File: src/rtl/afs_abort_xlate.sv
// Translates an AFS/RX abort code into a local error code.
// Zero and (optionally) small negative errno values resolve immediately.
// Any other code is looked up by a linear search of an in-memory table,
// read one 64-bit entry at a time over a fixed-latency Avalon-MM master.
//
// Call/return handshake: a call is taken when start=1 and the block is
// idle (busy=0). The result is offered with done=1 and held, together
// with returndata and hit, until a cycle in which stall=0. That cycle
// completes the return. No new call is taken in that cycle.
module afs_abort_xlate #(
    parameter int ENTRIES_MAX = 64,
    parameter int RD_LAT      = 2,
    parameter int PASS_NEG    = 1
) (
    input  logic        clock,
    input  logic        resetn,
    input  logic        start,
    output logic        busy,
    output logic        done,
    input  logic        stall,
    output logic [31:0] returndata,
    output logic        hit,
    input  logic [31:0] abort_code,
    input  logic [63:0] table_base,
    input  logic [15:0] table_len,
    input  logic [31:0] default_err,
    output logic [63:0] avmm_0_rw_address,
    output logic [7:0]  avmm_0_rw_byteenable,
    output logic        avmm_0_rw_read,
    input  logic [63:0] avmm_0_rw_readdata,
    output logic        avmm_0_rw_write,
    output logic [63:0] avmm_0_rw_writedata,
    output logic [2:0]  state_dbg
);

    typedef enum logic [2:0] {
        ST_IDLE  = 3'd0,
        ST_CHECK = 3'd1,
        ST_REQ   = 3'd2,
        ST_WAIT  = 3'd3,
        ST_CMP   = 3'd4,
        ST_DONE  = 3'd5
    } state_t;

    localparam logic [15:0] EMAX      = 16'(ENTRIES_MAX);
    localparam logic [3:0]  WAIT_LAST = 4'(RD_LAT - 1);
    // Smallest code treated as a negative errno: -4095.
    localparam logic [31:0] NEG_MIN   = 32'hFFFF_F001;

    state_t      state_q, state_d;
    logic [31:0] code_q, code_d;
    logic [63:0] base_q, base_d;
    logic [15:0] n_q, n_d;
    logic [31:0] derr_q, derr_d;
    logic [15:0] idx_q, idx_d;
    logic [3:0]  wcnt_q, wcnt_d;
    logic [63:0] rdata_q, rdata_d;
    logic [31:0] result_q, result_d;
    logic        hit_q, hit_d;

    logic        code_is_neg;
    logic        last_entry;

    assign code_is_neg = code_q[31] && (code_q >= NEG_MIN);
    assign last_entry  = ({1'b0, idx_q} + 17'd1) == {1'b0, n_q};

    // State and datapath registers; reset returns everything to idle/zero.
    always_ff @(posedge clock or negedge resetn) begin
        if (!resetn) begin
            state_q  <= ST_IDLE;
            code_q   <= '0;
            base_q   <= '0;
            n_q      <= '0;
            derr_q   <= '0;
            idx_q    <= '0;
            wcnt_q   <= '0;
            rdata_q  <= '0;
            result_q <= '0;
            hit_q    <= 1'b0;
        end else begin
            state_q  <= state_d;
            code_q   <= code_d;
            base_q   <= base_d;
            n_q      <= n_d;
            derr_q   <= derr_d;
            idx_q    <= idx_d;
            wcnt_q   <= wcnt_d;
            rdata_q  <= rdata_d;
            result_q <= result_d;
            hit_q    <= hit_d;
        end
    end

    // Next-state and datapath updates for the call/search sequence.
    always_comb begin
        state_d  = state_q;
        code_d   = code_q;
        base_d   = base_q;
        n_d      = n_q;
        derr_d   = derr_q;
        idx_d    = idx_q;
        wcnt_d   = wcnt_q;
        rdata_d  = rdata_q;
        result_d = result_q;
        hit_d    = hit_q;

        case (state_q)
            ST_IDLE: begin
                if (start) begin
                    code_d  = abort_code;
                    base_d  = table_base;
                    n_d     = (table_len < EMAX) ? table_len : EMAX;
                    derr_d  = default_err;
                    hit_d   = 1'b0;
                    state_d = ST_CHECK;
                end
            end
            ST_CHECK: begin
                hit_d = 1'b0;
                if (code_q == 32'd0) begin
                    result_d = 32'd0;
                    state_d  = ST_DONE;
                end else if ((PASS_NEG != 0) && code_is_neg) begin
                    result_d = code_q;
                    state_d  = ST_DONE;
                end else if (n_q == 16'd0) begin
                    result_d = derr_q;
                    state_d  = ST_DONE;
                end else begin
                    idx_d   = 16'd0;
                    state_d = ST_REQ;
                end
            end
            ST_REQ: begin
                wcnt_d  = 4'd0;
                state_d = ST_WAIT;
            end
            ST_WAIT: begin
                // Read data is valid exactly RD_LAT cycles after the strobe.
                if (wcnt_q == WAIT_LAST) begin
                    rdata_d = avmm_0_rw_readdata;
                    state_d = ST_CMP;
                end else begin
                    wcnt_d = wcnt_q + 4'd1;
                end
            end
            ST_CMP: begin
                if (rdata_q[63:32] == code_q) begin
                    result_d = rdata_q[31:0];
                    hit_d    = 1'b1;
                    state_d  = ST_DONE;
                end else if (last_entry) begin
                    result_d = derr_q;
                    hit_d    = 1'b0;
                    state_d  = ST_DONE;
                end else begin
                    idx_d   = idx_q + 16'd1;
                    state_d = ST_REQ;
                end
            end
            ST_DONE: begin
                if (!stall) begin
                    state_d = ST_IDLE;
                end
            end
            default: begin
                state_d = ST_IDLE;
            end
        endcase
    end

    // Outputs are decoded from state so reset clears them without a clock.
    assign busy                 = (state_q != ST_IDLE);
    assign done                 = (state_q == ST_DONE);
    assign returndata           = done ? result_q : 32'd0;
    assign hit                  = done & hit_q;
    assign avmm_0_rw_read       = (state_q == ST_REQ);
    assign avmm_0_rw_address    = avmm_0_rw_read ? (base_q + {45'd0, idx_q, 3'd0}) : 64'd0;
    assign avmm_0_rw_byteenable = avmm_0_rw_read ? 8'hFF : 8'h00;
    assign avmm_0_rw_write      = 1'b0;
    assign avmm_0_rw_writedata  = 64'd0;
    assign state_dbg            = state_q;

endmodule

File: config.mk
export PLATFORM = sky130hd
export DESIGN_NAME = afs_abort_xlate
export DESIGN_NICKNAME = d
export VERILOG_FILES = /design/src/rtl/afs_abort_xlate.sv
export SDC_FILE = /design/constraint.sdc
export NUM_CORES = 1
export LEC_CHECK = 0
export ABC_AREA = 1
export CAP_MARGIN = 20
export CORE_MARGIN = 5
export CORE_UTILIZATION = 54
export CTS_CLUSTER_SIZE = 30
export DETAILED_ROUTE_END_ITERATION = 16
export PLACE_DENSITY = 0.95
export SETUP_SLACK_MARGIN = 0.02
export SYNTH_ARGS = -nofsm -noshare
export SYNTH_HDL_FRONTEND = slang
export SYNTH_SLANG_ARGS = --single-unit
File: constraint.sdc
create_clock -name clock -period 6.4 [get_ports clock]
set_input_delay 0.96 -clock clock [delete_from_list [all_inputs] [get_ports clock]]
set_output_delay 0.96 -clock clock [all_outputs]
set_load 0.05 [all_outputs]
==> results.sh, run 1 <==
export IMPL_outcome="complete, no violations"
export IMPL_worst_ir_drop_vdd_uv=228
export IMPL_root_buffer="clkbuf_16"
export IMPL_syn_area_mm2=0.0157
export IMPL_slew_violations=0
export IMPL_dp_cells=2769
export IMPL_numClockSinks=264
export IMPL_viasPerCell=5.64
export IMPL_report_power_total_mw=5.88
export IMPL_fin_crit_ps=5110
export IMPL_die_w_um=181
export IMPL_htreeDepth=1
export IMPL_gr_usage_met3_pct=5.23
export IMPL_cts_hold_fix_buffers=0
export IMPL_ys_types=41
export IMPL_routed_wl_um=53000
export IMPL_synthArstFlopShare_pct=100
export IMPL_use_met1_pct=40.5
export IMPL_yosys_top_cells_area="dfrtp_1 42%, nand2_1 16%, nand3_1 5.2%"
export IMPL_synth_adder_area_share_pct=1.64
export IMPL_synth_top_area_share_pct=42.0
export IMPL_synth_edf_count=0
export IMPL_fin_ws_ps=1290
export IMPL_max_clock_freq_ghz=0.196
export IMPL_die_y_um=181
export IMPL_met2_usage_pct=52.7
export IMPL_yosysTopAreaCell="dfrtp_1"
export IMPL_dp_hpwl_um=38400
export IMPL_syn_to_final_growth_pct=26.7
export IMPL_cp_start_kind="flop"
export IMPL_synth_compound_area_share_pct=7.13
export IMPL_wl_per_cell_um=18.8
export IMPL_synthXorXnorAreaFrac_pct=2.56
export IMPL_leakage_nw=9.28
export IMPL_clk_pin_slew_ps=60
export IMPL_pin_count=388
export IMPL_end_kind="output port"
export IMPL_synth_ff_type="dfrtp_1"
export IMPL_initial_utilization_pct=54.8
export IMPL_synth_top_family_by_area="simple AND/OR/NAND/NOR gates"
export IMPL_drt_iter0_drc=1617
export IMPL_clock_latency_ps=580
export IMPL_finalCritPeriodShare_pct=79.9
export IMPL_p_per_area_mw_per_mm2=295
export IMPL_ys_warn_count=0
export IMPL_synth_most_common_cell="nand2_1"
export IMPL_synthMuxAreaShare_pct=4.30
export IMPL_max_cap_violations=0
export IMPL_skew_ps=23.7
export IMPL_ys_seq_elements=264
export IMPL_busiest_layer="met2"
export IMPL_nNetsFinal=2649
export IMPL_critical_path_required_ps=5440
export IMPL_grt_pass1_vias=15598
export IMPL_yosys_area_share_simple_pct=31.6
export IMPL_instances_no_fill=2824
export IMPL_final_antenna_net_count=0
export IMPL_row_count=62
export IMPL_grt_setup_unrepaired="false"
export IMPL_fill_cells=2228
export IMPL_hold_violations=0
export IMPL_grt_total_usage_pct=31.4
export IMPL_critPathArrivalTime_ps=4150
export IMPL_hp_class="primary input to asynchronous set/reset pin"
export IMPL_cts_repair_resized=0
export IMPL_antenna_found_initial=4
export IMPL_synth_area_per_cell_um2=7.36
export IMPL_grt_max_degree=159
export IMPL_ys_seq_area_share_pct=42.0
export IMPL_path_class="flop to output port"
export IMPL_drive_gt1_share_pct=6.52
export IMPL_drc=0
export IMPL_netlist_instances=2137
export IMPL_cts_setup_buffers=0
export IMPL_die_area_mm2=0.0326
export IMPL_synth_common_cells="672 x nand2_1, 264 x dfrtp_1, 217 x inv_1"
export IMPL_gp_congestion=1.01
export IMPL_worst_path_max_fanout=6
export IMPL_cts_buffer_depth=3
export IMPL_core_area_mm2=0.0287
export IMPL_finalSetupViolCount=0
export IMPL_via_count=15933
export IMPL_grt_overflow=0
export IMPL_io_buffer_count=322
export IMPL_tightest_slew_ps=1090
export IMPL_grt_pass1_wl_um=83300
export IMPL_setup_tns_final_ps=0
export IMPL_post_place_ws_ps=1970
export IMPL_cts_tree="built"
export IMPL_cts_buffers_inserted=29
export IMPL_regToRegSetupSlack_ps=2740
export IMPL_max_slew_margin_pct=27.5
export IMPL_first_pass_iters=8
metrics by stage:
step                hold WS, ps  instance area [um^2]  util (%)
CTS                         460                 19900      69.3
detailed placement          460                 18900      66.0
floorplan                   442                 16000         -
global route                488                 19900      69.4
global placement            455                 18900      66.0
finish                      390                 19900      69.4
area by class of cell:
| cell class | instances | area (um^2) | share of cell area, % |
|---|---|---|---|
| diodes | 3 | 7.51 | 0.0377 |
| clock buffers | 40 | 837 | 4.20 |
| clock inverters | 11 | 123 | 0.616 |
| inverters | 218 | 821 | 4.12 |
| multi-input cells | 1568 | 7680 | 38.6 |
| flip-flops and latches | 264 | 6610 | 33.2 |
| well taps | 384 | 480 | 2.41 |
| repair buffers | 336 | 3360 | 16.9 |
cells by family (layout without fill, tap and decap cells):
logic type	Yosys count	count (layout)
AND/OR/NAND/NOR	1167	1167
buffers and inverters	369	605
flip-flops	264	264
AO/OA/AOI/OAI	210	210
multiplexers	60	60
XOR/XNOR	46	46
adder cells (fa/ha/maj)	20	20
other	1	68
metal layers:
layer  up-vias  routed length (um)
met3       188                5150
met5         -                  11
met2      1006               24900
met1      7453               20200
li1       7284                   -
met4         2                2730
final timing paths:
kind | from | to | cells after the start
min in group clock | result_q[12] | result_q[12] | 2
setup / recovery | idx_q[0] | avmm_0_rw_address[63] | 13
max in group asynchronous | resetn | base_q[32] | 2
hold / removal | resetn | rdata_q[58] | 1
hold reg to reg | result_q[12] | result_q[12] | 2
setup reg to reg | state_dbg[1] | result_q[25] | 8
power by group:
part	leakage, nW	switching [mW]	internal, mW
clock	0.478	0.703	0.992
sequential	3.23	0.339	1.95
combinational	5.57	1.19	0.711
total	9.28	2.23	3.65
cell usage in the layout, fill, tap and decap left out, drive strengths merged, types with 2 or more instances in the layout:
master         instances
or2                   16
clkdlybuf4s50        321
buf                   15
nor2                 191
nand2                678
nor3                  33
nand3b                 9
bufinv                 2
nor4                  17
clkinv                 7
clkbuf                40
inv                  219
dfrtp                264
nand3                165
diode                  3
conb                  65
a21o                   2
o21ai                127
o21a                   2
o21bai                 4
xor2                  26
o211ai                12
nand4                 55
xnor2                 20
a21boi                 2
a21oi                 52
ha                    19
mux2                  60
a31oi                  6
worst max-delay path, stage by stage (launching register included):
cell,delay (ps)
dfrtp_1,450
ha_1,250
fa_1,350
nand3_1,150
nand2_1,110
nand2_1,50
nand2_1,90
nand3_1,70
nand2_1,110
nand2_1,240
nor3_1,550
nand3_1,150
a21oi_1,180
clkdlybuf4s50_1,830
flip-flops by register name, indices dropped and copies added, names as in the netlist:
name and count:
rdata_q 64, hit_q 1, n_q 16, derr_q 32, wcnt_q 4, base_q 64
result_q 32, state_dbg 3, idx_q 16, code_q 32
Power figures use the tool's default switching activity.
==> run 2, diff against run 1 <==
- CORE_UTILIZATION: 54 -> 51
- PLACE_DENSITY: 0.95 -> 0.93
- clock period: 6.4 -> 5.06 ns (I/O delays scaled with it)
==> run 2 against run 1 <==
  * Via count down 0.24%
  * Final area is 0.30% higher
  * Combinational power up 26%
  * Wire length is 3.6% higher
  * Clock skew decreased by 14 ps
  * Sequential power up 27%
  * Hold slack lost 200 ps
  * Setup slack got worse by 1000 ps
  * Sequential share of layout area is 0.10 points lower
==> results.sh, run 2 (same netlist as run 1, synthesis figures left out) <==
export IMPL_die_w_um=186
export IMPL_cp_start_kind="flop"
export IMPL_regArea_mm2=0.00661
export IMPL_via_count=15895
export IMPL_numClockSinks=264
export IMPL_hold_violations=0
export IMPL_cts_repair_resized=0
export IMPL_cts_tree="built"
export IMPL_fill_cells=2470
export IMPL_path_cells="ha_1 -> o21ai_0 -> o21ai_0 -> buf_4 -> a21oi_1 -> o21ai_0 -> inv_1 -> nor3_1 -> nor3_1 -> clkdlybuf4s50_1"
export IMPL_dp_hpwl_um=41000
export IMPL_nNetsFinal=2652
export IMPL_leakage_nw=9.30
export IMPL_worst_path_most_repeated_cell="o21ai_0"
export IMPL_die_area_mm2=0.0344
export IMPL_hp_class="primary input to asynchronous set/reset pin"
export IMPL_cts_buffer_depth=3
export IMPL_critPathArrivalTime_ps=4030
export IMPL_grt_pass1_vias=15613
export IMPL_multi_input_area_mm2=0.00769
export IMPL_grt_pass1_wl_um=84700
export IMPL_drive_gt1_share_pct=6.71
export IMPL_placed_area_mm2=0.0190
export IMPL_rr_worst_depth=9
export IMPL_regToRegSetupSlack_ps=1420
export IMPL_drt_iter0_drc=1557
export IMPL_antenna_found_initial=5
export IMPL_end_kind="output port"
export IMPL_root_buffer="clkbuf_16"
export IMPL_mostFrequentLayoutCell="nand2_1"
export IMPL_tightest_slew_ps=1090
export IMPL_outcome="complete, no violations"
export IMPL_max_cap_violations=0
export IMPL_fin_area_mm2=0.0200
export IMPL_initial_utilization_pct=51.5
export IMPL_clock_latency_ps=570
export IMPL_max_clock_freq_ghz=0.209
export IMPL_syn_to_final_growth_pct=27.1
export IMPL_core_area_mm2=0.0305
export IMPL_regToRegStartpoint="state_dbg[1]"
export IMPL_top_regs="base_q x64, rdata_q x64"
export IMPL_io_buffer_count=322
export IMPL_r2r_end="idx_q[1]"
export IMPL_finalSetupViolCount=0
export IMPL_die_y_um=186
export IMPL_crit_end="avmm_0_rw_address[44]"
export IMPL_gp_congestion=1.00
export IMPL_htreeDepth=1
export IMPL_grt_overflow=0
export IMPL_fin_crit_ps=4790
export IMPL_max_slew_margin_pct=27.2
export IMPL_slew_violations=0
export IMPL_final_antenna_net_count=0
export IMPL_p_per_area_mw_per_mm2=373
export IMPL_cts_buffers_inserted=29
export IMPL_viasPerCell=5.59
export IMPL_row_count=64
export IMPL_drc=0
export IMPL_grt_setup_unrepaired="false"
export IMPL_critPathSlowestCell="clkdlybuf4s50_1"
export IMPL_report_power_total_mw=7.45
export IMPL_setup_tns_final_ps=0
export IMPL_grt_max_degree=120
export IMPL_final_cell_mix="672 x nand2_1, 320 x clkdlybuf4s50_1, 264 x dfrtp_1, 217 x inv_1, 181 x nor2_1"
export IMPL_skew_ps=9.53
export IMPL_clk_pin_slew_ps=60
export IMPL_critical_path_required_ps=4300
export IMPL_routed_wl_um=54900
export IMPL_cts_hold_fix_buffers=0
export IMPL_pin_count=388
export IMPL_critPathLaunch="idx_q[2]"
export IMPL_worst_ir_drop_vdd_uv=256
export IMPL_finalCritPeriodShare_pct=94.7
export IMPL_worst_path_max_fanout=7
export IMPL_cts_setup_buffers=0
export IMPL_grt_total_usage_pct=31.0
export IMPL_wl_per_cell_um=19.3
export IMPL_first_pass_iters=6
export IMPL_path_class="flop to output port"
export IMPL_slowest_delay_ps=850
==> run 2: layout make-up <==
type / count / share of cell area (%)
multi-input combinational: 1568 / 38.5
sequential: 264 / 33.1
timing repair buffer: 339 / 17.0
inverter: 218 / 4.11
clock buffer: 40 / 4.09
tap: 396 / 2.48
clock inverter: 14 / 0.714
antenna: 3 / 0.0376
==> run 2: worst min path at each step <==
| stage | start | to | slack, ps |
|---|---|---|---|
| 2_1_floorplan | hit_q | hit_q | 440 |
| 3_5_place_dp | result_q[24] | result_q[24] | 460 |
| 3_3_place_gp | result_q[24] | result_q[24] | 460 |
| 5_1_grt | resetn | idx_q[3] | 250 |
| 6_report | resetn | n_q[5] | 190 |
| 4_1_cts | resetn | n_q[4] | 230 |
==> run 2: through the flow <==
step	worst slack, ps	utilization (%)	std cells	hold WS [ps]
2_1_floorplan	1040	-	2201	442
3_3_place_gp	862	62.1	2782	456
3_5_place_dp	832	62.1	2783	458
4_1_cts	209	65.3	2837	226
5_1_grt	25.4	65.5	2842	253
6_report	269	65.5	2842	194
==> run 2: where the power goes <==
| group | total, mW | internal (mW) | switching [mW] | leakage (nW) |
|---|---|---|---|---|
| sequential | 2.90 | 2.47 | 0.433 | 3.23 |
| clock | 2.14 | 1.24 | 0.908 | 0.482 |
| combinational | 2.40 | 0.899 | 1.50 | 5.58 |
| total | 7.45 | 4.60 | 2.84 | 9.30 |
==> run 2: routing by layer <==
metal | vias to the layer above | track usage (%) | part of all wire [%]
li1 | 7293 | - | -
met3 | 190 | 5.14 | 8.8
met5 | - | 0 | 0.062
met4 | 4 | 13.9 | 5.6
met1 | 7481 | 40.9 | 39
met2 | 927 | 50.7 | 47
==> run 2: worst max-delay path: cells and delay by family (launching register included) <==
kind / cells / cell delay [ps]
buf+inv: 3 / 1220
compound gates: 4 / 1140
flops: 1 / 470
fa+ha+maj: 1 / 370
simple gates: 2 / 260
==> run 3, diff against run 2 <==
- CORE_UTILIZATION: 51 -> 43
- CTS_BUF_LIST: not set -> sky130_fd_sc_hd__clkbuf_2
- PLACE_DENSITY: 0.93 -> 0.82
==> run 3 against run 2 <==
  * Largest power group unchanged
  * First-iteration DRC count shrank 27%
  * Global-route usage shrank 5.6 points
  * Sequential power shrank 1%
  * Flip-flop and latch count is the same
==> results.sh, run 3 (same netlist as run 1, synthesis figures left out) <==
export IMPL_die_w_um=201
export IMPL_fill_cells=3441
export IMPL_gp_congestion=0.974
export IMPL_mostFrequentLayoutCell="nand2_1"
export IMPL_die_y_um=201
export IMPL_p_per_area_mw_per_mm2=341
export IMPL_clock_latency_ps=950
export IMPL_critical_path_required_ps=4300
export IMPL_grt_setup_unrepaired="true"
export IMPL_regToRegStartpoint="state_dbg[1]"
export IMPL_switching_power_mw=2.80
export IMPL_outcome="complete, no violations"
export IMPL_slew_violations=0
export IMPL_p_int_mw=3.98
export IMPL_nNetsFinal=2698
export IMPL_path_cells="ha_1 -> nand2_1 -> o21ai_0 -> a21oi_1 -> o21ai_1 -> nand2_1 -> nand2_1 -> xnor2_1 -> nor2_1 -> clkdlybuf4s50_1"
export IMPL_end_kind="output port"
export IMPL_crit_end="avmm_0_rw_address[17]"
export IMPL_via_count=15678
export IMPL_clk_pin_slew_ps=100
export IMPL_p_seq_share_pct=42.2
export IMPL_antenna_found_initial=12
export IMPL_syn_to_final_growth_pct=26.3
export IMPL_first_pass_iters=5
export IMPL_setup_tns_final_ps=0
export IMPL_cts_setup_buffers=0
export IMPL_worst_path_most_repeated_cell="nand2_1"
export IMPL_wl_per_cell_um=17.7
export IMPL_max_clock_freq_ghz=0.208
export IMPL_initial_utilization_pct=43.2
export IMPL_worst_ir_drop_vdd_uv=212
export IMPL_regArea_mm2=0.00661
export IMPL_max_slew_margin_pct=27.8
export IMPL_dp_hpwl_um=39700
export IMPL_tightest_slew_ps=1080
export IMPL_regToRegSetupSlack_ps=1340
export IMPL_io_buffer_count=322
export IMPL_cp_start_kind="flop"
export IMPL_timing_hold_ws_ps=357
export IMPL_drive_gt1_share_pct=9.35
export IMPL_fin_crit_ps=4810
export IMPL_r2r_end="idx_q[2]"
export IMPL_cts_buffers_inserted=72
export IMPL_core_area_mm2=0.0363
export IMPL_grt_overflow=0
export IMPL_viasPerCell=5.24
export IMPL_worst_path_max_fanout=7
export IMPL_hp_class="primary input to flop"
export IMPL_drc=0
export IMPL_pin_count=388
export IMPL_max_cap_violations=0
export IMPL_slowest_delay_ps=800
export IMPL_skew_ps=73.6
export IMPL_top_regs="base_q x64, rdata_q x64"
export IMPL_final_antenna_net_count=0
export IMPL_multi_input_area_mm2=0.00770
export IMPL_leakage_nw=9.54
export IMPL_finalSetupViolCount=0
export IMPL_swShare_pct=41.4
export IMPL_numClockSinks=264
export IMPL_path_class="flop to output port"
export IMPL_cts_tree="built"
export IMPL_drt_iter0_drc=1143
export IMPL_die_area_mm2=0.0405
export IMPL_final_cell_mix="672 x nand2_1, 285 x clkdlybuf4s50_1, 264 x dfrtp_1, 216 x inv_1, 180 x nor2_1"
export IMPL_clkPwrFrac_pct=23.0
export IMPL_critPathSlowestCell="clkdlybuf4s50_1"
export IMPL_rr_worst_depth=8
export IMPL_finalCritPeriodShare_pct=95.0
export IMPL_cts_buffer_depth=3
export IMPL_grt_total_usage_pct=25.4
export IMPL_grt_max_degree=96
export IMPL_critPathLaunch="idx_q[5]"
export IMPL_grt_pass1_wl_um=83100
export IMPL_grt_pass1_vias=15429
export IMPL_hold_violations=0
export IMPL_critPathArrivalTime_ps=4050
export IMPL_power_frac_comb_pct=34.9
export IMPL_root_buffer="clkbuf_2"
export IMPL_htreeDepth=3
export IMPL_routed_wl_um=53000
export IMPL_row_count=70
-- run 3: cell count changes in the layout (fill, tap and decap cells not counted), sizes merged, moves of 2 or more --
cell	previous run	this run
clkinvlp	0	2
clkinv	11	17
clkdlybuf4s15	0	2
clkbuf	40	103
inv	219	222
clkdlybuf4s50	320	285
dlygate4sd2	0	6
diode	3	12
dlymetal6s2s	1	22
-- run 3: layout make-up --
class,instances,area share (%)
Timing Repair Buffer,341,17.4
Sequential cell,264,33.3
Timing Repair inverter,1,0.0378
Tap cell,468,2.95
Antenna cell,12,0.151
Clock buffer,97,2.45
Clock inverter,24,0.801
Multi-Input combinational cell,1568,38.8
Inverter,218,4.15
-- run 3: timing repair --
| item | in CTS | in global routing |
|---|---|---|
| gates cloned | 0 | 1 |
| gates resized for setup | 18 | 41 |
| endpoints found under the hold margin | 67 | 0 |
| setup endpoints to repair | 22 | 44 |
| hold buffers | 1 | 0 |
-- run 3: how the worst min path moves through the flow --
stage	from	to	cells after the start
after floorplan	hit_q	hit_q	2
final	default_err[18]	derr_q[18]	3
after detailed placement	result_q[13]	result_q[13]	2
after CTS	default_err[18]	derr_q[18]	3
after global routing	table_base[42]	base_q[42]	3
after global placement	result_q[23]	result_q[23]	2
-- run 3: worst max-delay path, delay by kind of cell (launching register included) --
family	cells	cell delay [ps]
AOI/OAI and AO/OA	3	920
buffers and inverters	1	800
DFF	1	490
adders and majority gates	1	440
and+or+nand+nor	4	410
xor gates and xnor gates	1	100
-- run 3: power groups by stage --
stage	combinational, mW	sequential, mW	clock, mW
floorplan	1.64	2.74	0
finish	2.36	2.86	1.56
global placement	2.34	2.87	0
CTS	2.38	2.84	1.61
detailed placement	2.39	2.88	0
global route	2.53	2.90	1.72
-- run 3: layer usage --
metal | GRT usage [%] | vias to the layer above | share of wire (%)
met5 | 0 | - | 0
met4 | 11.9 | 0 | 4.5
met3 | 4.56 | 140 | 7.2
met2 | 41.7 | 713 | 47
met1 | 32.7 | 7383 | 41
li1 | - | 7442 | -
-- run 3: stage by stage --
| stage | total power, mW | setup WS (ps) | instance area (um^2) | utilization (%) | cells |
|---|---|---|---|---|---|
| after floorplan | 4.39 | 1040 | 16000 | - | 2201 |
| after global placement | 5.21 | 761 | 19100 | 52.5 | 2857 |
| after detailed placement | 5.27 | 809 | 19100 | 52.6 | 2858 |
| after CTS | 6.83 | 27.4 | 19800 | 54.4 | 2980 |
| after global routing | 7.15 | 0.811 | 19800 | 54.6 | 2993 |
| final | 6.78 | 252 | 19800 | 54.6 | 2993 |
